===== config.mk =====
export PLATFORM = sky130hd
export DESIGN_NAME = csr_ctrl_slave_flat
export DESIGN_NICKNAME = d
export VERILOG_FILES = /design/src/rtl/csr_ctrl_slave_if.sv /design/src/rtl/csr_ctrl_slave.sv /design/src/flat_wrapper.sv
export SDC_FILE = /design/constraint.sdc
export NUM_CORES = 1
export LEC_CHECK = 0
export CORE_MARGIN = 1.5
export CORE_UTILIZATION = 48
export CTS_BUF_LIST = sky130_fd_sc_hd__clkbuf_4
export DETAILED_ROUTE_END_ITERATION = 10
export GPL_TIMING_DRIVEN = 0
export PLACE_DENSITY = 0.82
export SYNTH_ARGS = -nofsm -noshare
export SYNTH_HDL_FRONTEND = slang
export SYNTH_SLANG_ARGS = --single-unit

===== constraint.sdc =====
create_clock -name clk -period 7.8 [get_ports clk]
set_input_delay 2.34 -clock clk [delete_from_list [all_inputs] [get_ports clk]]
set_output_delay 2.34 -clock clk [all_outputs]
set_load 0.02 [all_outputs]

===== src/rtl/csr_ctrl_slave_if.sv =====
// Host register bus: shared byte address, read/write enables, registered read data, error pulses.
// The master drives address, enables and write data. The slave returns read data and error pulses one cycle later.
interface csr_ctrl_slave_if #(
  parameter int ADDR_BITS = 12,
  parameter int DATA_BITS = 32
) ();
  logic [ADDR_BITS-1:0] addr;
  logic                 ren;
  logic                 wen;
  logic [DATA_BITS-1:0] wdata;
  logic [DATA_BITS-1:0] rdata;
  logic                 waddr_error;
  logic                 raddr_error;

  modport master (
    output addr, ren, wen, wdata,
    input  rdata, waddr_error, raddr_error
  );

  modport slave (
    input  addr, ren, wen, wdata,
    output rdata, waddr_error, raddr_error
  );
endinterface


===== src/rtl/csr_ctrl_slave.sv =====
// CSR block between host register bus and an accelerator core: config, results, start/done FSM, irq.
// rdata and error pulses appear 1 cycle after ren/wen. The bus has no backpressure, so every access completes in one cycle.
module csr_ctrl_slave #(
  parameter int ADDR_BITS = 12,
  parameter int DATA_BITS = 32,
  parameter int NUM_CFG   = 3,
  parameter int NUM_STAT  = 1,
  parameter int DEBUG     = 0
) (
  input  logic                          clk,
  input  logic                          arst_n,
  csr_ctrl_slave_if.slave               bus,
  output logic [NUM_CFG*DATA_BITS-1:0]  cfg_dat,
  output logic                          start,
  output logic                          busy,
  input  logic                          done_in,
  input  logic [NUM_STAT*DATA_BITS-1:0] stat_dat,
  output logic                          irq
);
  typedef logic [ADDR_BITS-3:0] word_t;
  typedef logic [DATA_BITS-1:0] data_t;
  typedef enum logic [1:0] {S_IDLE, S_START, S_BUSY} state_t;

  localparam word_t W_CTRL   = word_t'(0);
  localparam word_t W_STATUS = word_t'(1);
  localparam word_t W_CFG0   = word_t'(2);
  localparam word_t W_STAT0  = word_t'(2 + NUM_CFG);
  localparam word_t W_END    = word_t'(2 + NUM_CFG + NUM_STAT);

  state_t state_q, state_d;
  data_t  cfg_q  [NUM_CFG];
  data_t  stat_q [NUM_STAT];
  data_t  rdata_q, rd_val;
  logic   irq_en_q, done_q, err_q, waddr_err_q, raddr_err_q;

  word_t              word;
  logic               addr_ok, wr_ok, wr_ctrl, wr_status, wr_start, done_ev, err_ev;
  logic [NUM_CFG-1:0] wr_cfg;
  logic               unused_debug;

  assign unused_debug = (DEBUG != 0);

  assign word      = bus.addr[ADDR_BITS-1:2];
  assign addr_ok   = (bus.addr[1:0] == 2'b00) && (word < W_END);
  assign wr_ok     = bus.wen && addr_ok;
  assign wr_ctrl   = wr_ok && (word == W_CTRL);
  assign wr_status = wr_ok && (word == W_STATUS);
  assign wr_start  = wr_ctrl && bus.wdata[0];
  assign done_ev   = (state_q == S_BUSY) && done_in;
  // A start request outside IDLE or a config write during a run is flagged, never applied.
  assign err_ev    = (wr_start && (state_q != S_IDLE)) || ((|wr_cfg) && busy);

  always_comb begin
    wr_cfg = '0;
    for (int i = 0; i < NUM_CFG; i++)
      wr_cfg[i] = wr_ok && (word == W_CFG0 + word_t'(i));
  end

  always_comb begin
    rd_val = '0;
    if (word == W_CTRL)   rd_val[1]   = irq_en_q;
    if (word == W_STATUS) rd_val[2:0] = {err_q, done_q, busy};
    for (int i = 0; i < NUM_CFG; i++)
      if (word == W_CFG0 + word_t'(i)) rd_val = cfg_q[i];
    for (int j = 0; j < NUM_STAT; j++)
      if (word == W_STAT0 + word_t'(j)) rd_val = stat_q[j];
  end

  always_ff @(posedge clk) begin
    if (!arst_n) state_q <= S_IDLE;
    else         state_q <= state_d;
  end

  always_comb begin
    state_d = state_q;
    case (state_q)
      S_IDLE:  if (wr_start) state_d = S_START;
      S_START: state_d = S_BUSY;
      S_BUSY:  if (done_in) state_d = S_IDLE;
      default: state_d = S_IDLE;
    endcase
  end

  always_comb begin
    start = (state_q == S_START);
    busy  = (state_q == S_START) || (state_q == S_BUSY);
  end

  always_ff @(posedge clk) begin
    if (!arst_n) begin
      rdata_q     <= '0;
      waddr_err_q <= 1'b0;
      raddr_err_q <= 1'b0;
      irq_en_q    <= 1'b0;
      done_q      <= 1'b0;
      err_q       <= 1'b0;
      for (int i = 0; i < NUM_CFG; i++)  cfg_q[i]  <= '0;
      for (int j = 0; j < NUM_STAT; j++) stat_q[j] <= '0;
    end else begin
      raddr_err_q <= bus.ren && !addr_ok;
      waddr_err_q <= bus.wen && !addr_ok;
      if (bus.ren && addr_ok) rdata_q <= rd_val;
      if (wr_ctrl) irq_en_q <= bus.wdata[1];
      // Hardware set beats a same-cycle software clear.
      done_q <= done_ev || (done_q && !(wr_status && bus.wdata[1]));
      err_q  <= err_ev  || (err_q  && !(wr_status && bus.wdata[2]));
      for (int i = 0; i < NUM_CFG; i++)
        if (wr_cfg[i] && !busy) cfg_q[i] <= bus.wdata;
      if (done_ev)
        for (int j = 0; j < NUM_STAT; j++)
          stat_q[j] <= stat_dat[j*DATA_BITS +: DATA_BITS];
    end
  end

  always_comb begin
    for (int i = 0; i < NUM_CFG; i++)
      cfg_dat[i*DATA_BITS +: DATA_BITS] = cfg_q[i];
  end

  assign bus.rdata       = rdata_q;
  assign bus.waddr_error = waddr_err_q;
  assign bus.raddr_error = raddr_err_q;
  assign irq             = irq_en_q && done_q;
endmodule


===== src/flat_wrapper.sv =====
// flat-port wrapper written by rule: the top's interface ports become plain ports
module csr_ctrl_slave_flat 
#(
  parameter int ADDR_BITS = 12,
  parameter int DATA_BITS = 32,
  parameter int NUM_CFG   = 3,
  parameter int NUM_STAT  = 1,
  parameter int DEBUG     = 0
)
  (clk, arst_n, cfg_dat, start, busy, done_in, stat_dat, irq, bus_addr, bus_ren, bus_wen, bus_wdata, bus_rdata, bus_waddr_error, bus_raddr_error);
  csr_ctrl_slave_if #(.ADDR_BITS(ADDR_BITS), .DATA_BITS(DATA_BITS)) bus_i ();
  input  logic clk;
  input  logic arst_n;
  output logic [NUM_CFG*DATA_BITS-1:0] cfg_dat;
  output logic start;
  output logic busy;
  input  logic done_in;
  input  logic [NUM_STAT*DATA_BITS-1:0] stat_dat;
  output logic irq;
  input wire logic [$bits(bus_i.addr)-1:0] bus_addr;
  input wire logic [$bits(bus_i.ren)-1:0] bus_ren;
  input wire logic [$bits(bus_i.wen)-1:0] bus_wen;
  input wire logic [$bits(bus_i.wdata)-1:0] bus_wdata;
  output wire logic [$bits(bus_i.rdata)-1:0] bus_rdata;
  output wire logic [$bits(bus_i.waddr_error)-1:0] bus_waddr_error;
  output wire logic [$bits(bus_i.raddr_error)-1:0] bus_raddr_error;
  assign bus_i.addr = bus_addr;
  assign bus_i.ren = bus_ren;
  assign bus_i.wen = bus_wen;
  assign bus_i.wdata = bus_wdata;
  assign bus_rdata = bus_i.rdata;
  assign bus_waddr_error = bus_i.waddr_error;
  assign bus_raddr_error = bus_i.raddr_error;
  csr_ctrl_slave #(.ADDR_BITS(ADDR_BITS), .DATA_BITS(DATA_BITS), .NUM_CFG(NUM_CFG), .NUM_STAT(NUM_STAT), .DEBUG(DEBUG)) u_core (.clk(clk), .arst_n(arst_n), .bus(bus_i), .cfg_dat(cfg_dat), .start(start), .busy(busy), .done_in(done_in), .stat_dat(stat_dat), .irq(irq));
endmodule

==> out/metrics.cfg <==
[outcome]
status=complete, no violations

[floorplan]
die_area_um2=15100
fp-row-count=43
core-area_um2=14000
fp.dieW_um=123
die_height_um=123
num_io_pins=214
initial_core_util_pct=49.5

[synth]
synth-seq-cells=167
synth_seq_area_share_pct=66.8
synth_area_leaders=edfxtp_1 (56%), dfxtp_1 (11%), and2_1 (6.0%)
synth_top_area_share_pct=55.5
avgSynthCellArea_um2=13.1
synth_cells=527
ys_warn_count=0
synth_nets=612
yosysUniqueCellTypes=46
syn_area_um2=6920
synth_area_leader_cell=edfxtp_1

[global_route]
antenna_found_initial=1
grt_start_max_net_pins=33
gr-total-overflow=0
grt_pass1_vias=5394
grt_pass1_wl_um=29900
track_usage_pct=27.3

[worst_setup_path]
reg2reg_to=u_core.cfg_q[0][34]$_DFFE_PP_
start_kind=input pin
r2r_setup_slack_ps=5240
critical_path_required_ps=8240
critPathTopFamily=buffers and inverters
ff2ff_path_depth=6
cpPeakStageDelay_ps=600
path_buf_inv=3
critPathMaxFanout=10
timing.rr.start=u_core.state_q[0]$_SDFFE_PN0P_
endpoint_kind=flop
path_class=in2reg
setup.worst_path.start=bus_addr[4]
crit_cells=7
critPathArrivalTime_ps=5180
cp_slowest_cell=nor3_1
worstPathCellList=clkdlybuf4s50_1 -> buf_2 -> nor3b_1 -> o21ai_1 -> nor3_1 -> clkbuf_1 -> and2_1

[clock_tree]
cts-root-buf=clkbuf_4
cts-buffers-inserted=17
cts_sinks=167
tritoncts=done
clockBufferDepth=2
h-tree-depth=4
clk_transition_reported_paths_ps=130
clkLatencyLatePin_ps=590
ctsHoldBuffers=0
cts-resized-gates=0
post-cts-setup-buffer-count=0

[routing]
first_pass_iters=5
wl_per_cell_um=21.4
drt-vias-per-instance=5.69
antenna_left=0
dr_total_vias=5446
wl_um=20400
first_iter_violations=354
drc=0

[power_and_ir_drop]
p_leak_nw=3.46
power_density_nw_per_um2=184
p_total_mw=1.79
vdd_drop_max_uv=131

[cells_and_area]
fin_cells=957
multiInputGateArea_um2=2170
fin_nets=848
area.sequential_um2=4620
synthToLayoutAreaGrowth_pct=40.7
drive_gt1_share_pct=9.41
fillerInstances=1018

[timing]
hold_viol_final=0
setup_viol_count_final=0
holdWs_ps=483
tightest_slew_ps=869
rsz0062_at_grt=no
fin_crit_sh_pct=60.8
period_minus_slack_ps=4750
fmax_mhz=211
tns_ps=0
relSlewSlack_pct=41.9
fin_skew_ps=19.1
slew_violations=0

[hold_path]
hold_class=reg2reg
holdPathStages=2
holdPathEnd=u_core.bus.rdata[29]$_SDFFE_PN0P_
hp-start=u_core.bus.rdata[29]$_SDFFE_PN0P_

[placed_design]
port_buffers=212
dpl.hpwl_um=14800
gp_congestion=0.859
dp_cells=924

[flow_run]
drv_cap=0

[registers in the layout, summed over array words and instances, names as in the netlist]
name,count
u_core.bus.rdata,32
u_core.stat_q,32
u_core.cfg_q,96
u_core.state_q,2
u_core.bus.raddr_error,1
u_core.irq_en_q,1
u_core.err_q,1
u_core.bus.waddr_error,1
u_core.done_q,1
[cell usage after synthesis, drive strengths merged]
master	number
a32oi	1
mux2i	35
and2	66
o31ai	3
buf	11
or3b	1
or3	1
or4b	1
a221oi	8
o311ai	2
inv	4
nand3	8
nor4	3
a311o	2
and3	4
mux2	1
clkbuf	25
nor2b	3
ha	4
a31o	1
dfxtp	39
a211oi	1
and4	1
a31oi	1
o41ai	1
a2bb2oi	2
a21oi	13
and4b	2
nand2b	3
nor3b	2
nor4bb	1
nand4	2
or4	2
nor2	34
edfxtp	128
nor3	4
o211ai	2
nand2	30
o21ai	34
o22ai	41
[routing by layer]
| layer | track usage [%] | wire (µm) |
|---|---|---|
| met5 | 0 | 0 |
| met4 | 12.9 | 592 |
| met3 | 6.41 | 1690 |
| met2 | 44.5 | 10000 |
| met1 | 34.6 | 8160 |
[layout make-up]
class	count	share of cell area, %
repair buffers	217	22.9
diodes	1	0.0257
plain buffers	36	1.61
well taps	180	2.31
inverters	4	0.154
clock inverters	13	1.84
clock buffers	19	1.46
flip-flops and latches	167	47.5
multi-input cells	320	22.3
[through the flow]
| step | worst slack [ps] | instance area, µm² | utilization [%] |
|---|---|---|---|
| 6_report | 3050 | 9740 | 69.6 |
| 5_1_grt | 3010 | 9740 | 69.6 |
| 4_1_cts | 3170 | 9740 | 69.6 |
| 3_5_place_dp | 2570 | 9420 | 67.3 |
| 3_3_place_gp | -998 | 9270 | 66.3 |
| 2_1_floorplan | 1780 | 6920 | - |
[cell usage in the layout (no fill, tap or decap), drive strengths merged, types with 2 or more instances in the layout]
cell	count
mux2i	35
and2	66
a221oi	8
nand2b	3
a21oi	13
o211ai	2
nor3	4
edfxtp	128
dfxtp	39
a311o	2
clkinvlp	2
and4b	2
o21ai	34
o31ai	3
nand3	8
and3	4
clkbuf	44
nor3b	2
or4	2
nand2	30
buf	16
nor2	34
nand4	2
clkdlybuf4s50	212
nor4	3
nor2b	3
bufinv	4
a2bb2oi	2
o311ai	2
ha	4
o22ai	41
inv	6
clkinv	5
[worst reg2reg max path: cells and delay by family, from the launching register on]
family	cells	cell delay (ps)
compound gates	1	780
simple gates	1	250
fa+ha+maj	1	380
flops	1	410
buf+inv	3	450
[cells by family (layout without fill, tap and decap cells)]
kind of cell             Yosys count  count (layout)  synth area share (%)
AND/OR/NAND/NOR                  168             168                  13.6
flip-flops                       167             167                  66.8
buffers and inverters             40             289                  2.48
multiplexers                      36              36                  5.22
other                              0               1                     0
adder cells (fa/ha/maj)            4               4                 0.723
AO/OA/AOI/OAI                    112             112                  11.1
[power breakdown]
part	total, mW	switching (mW)	internal (mW)
sequential	1.00	0.0175	0.986
clock	0.567	0.306	0.261
combinational	0.224	0.115	0.109
total	1.79	0.438	1.36
[worst max path at each step]
| stage | slack (ps) | end |
|---|---|---|
| 2_1_floorplan | 1780 | u_core.cfg_q[0][0]$_DFFE_PP_ |
| 3_3_place_gp | -1000 | u_core.cfg_q[0][38]$_DFFE_PP_ |
| 3_5_place_dp | 2570 | u_core.cfg_q[0][41]$_DFFE_PP_ |
| 4_1_cts | 3170 | u_core.cfg_q[0][42]$_DFFE_PP_ |
| 5_1_grt | 3010 | u_core.cfg_q[0][35]$_DFFE_PP_ |
| 6_report | 3050 | u_core.cfg_q[0][37]$_DFFE_PP_ |
(Power assumes the default switching activity.)
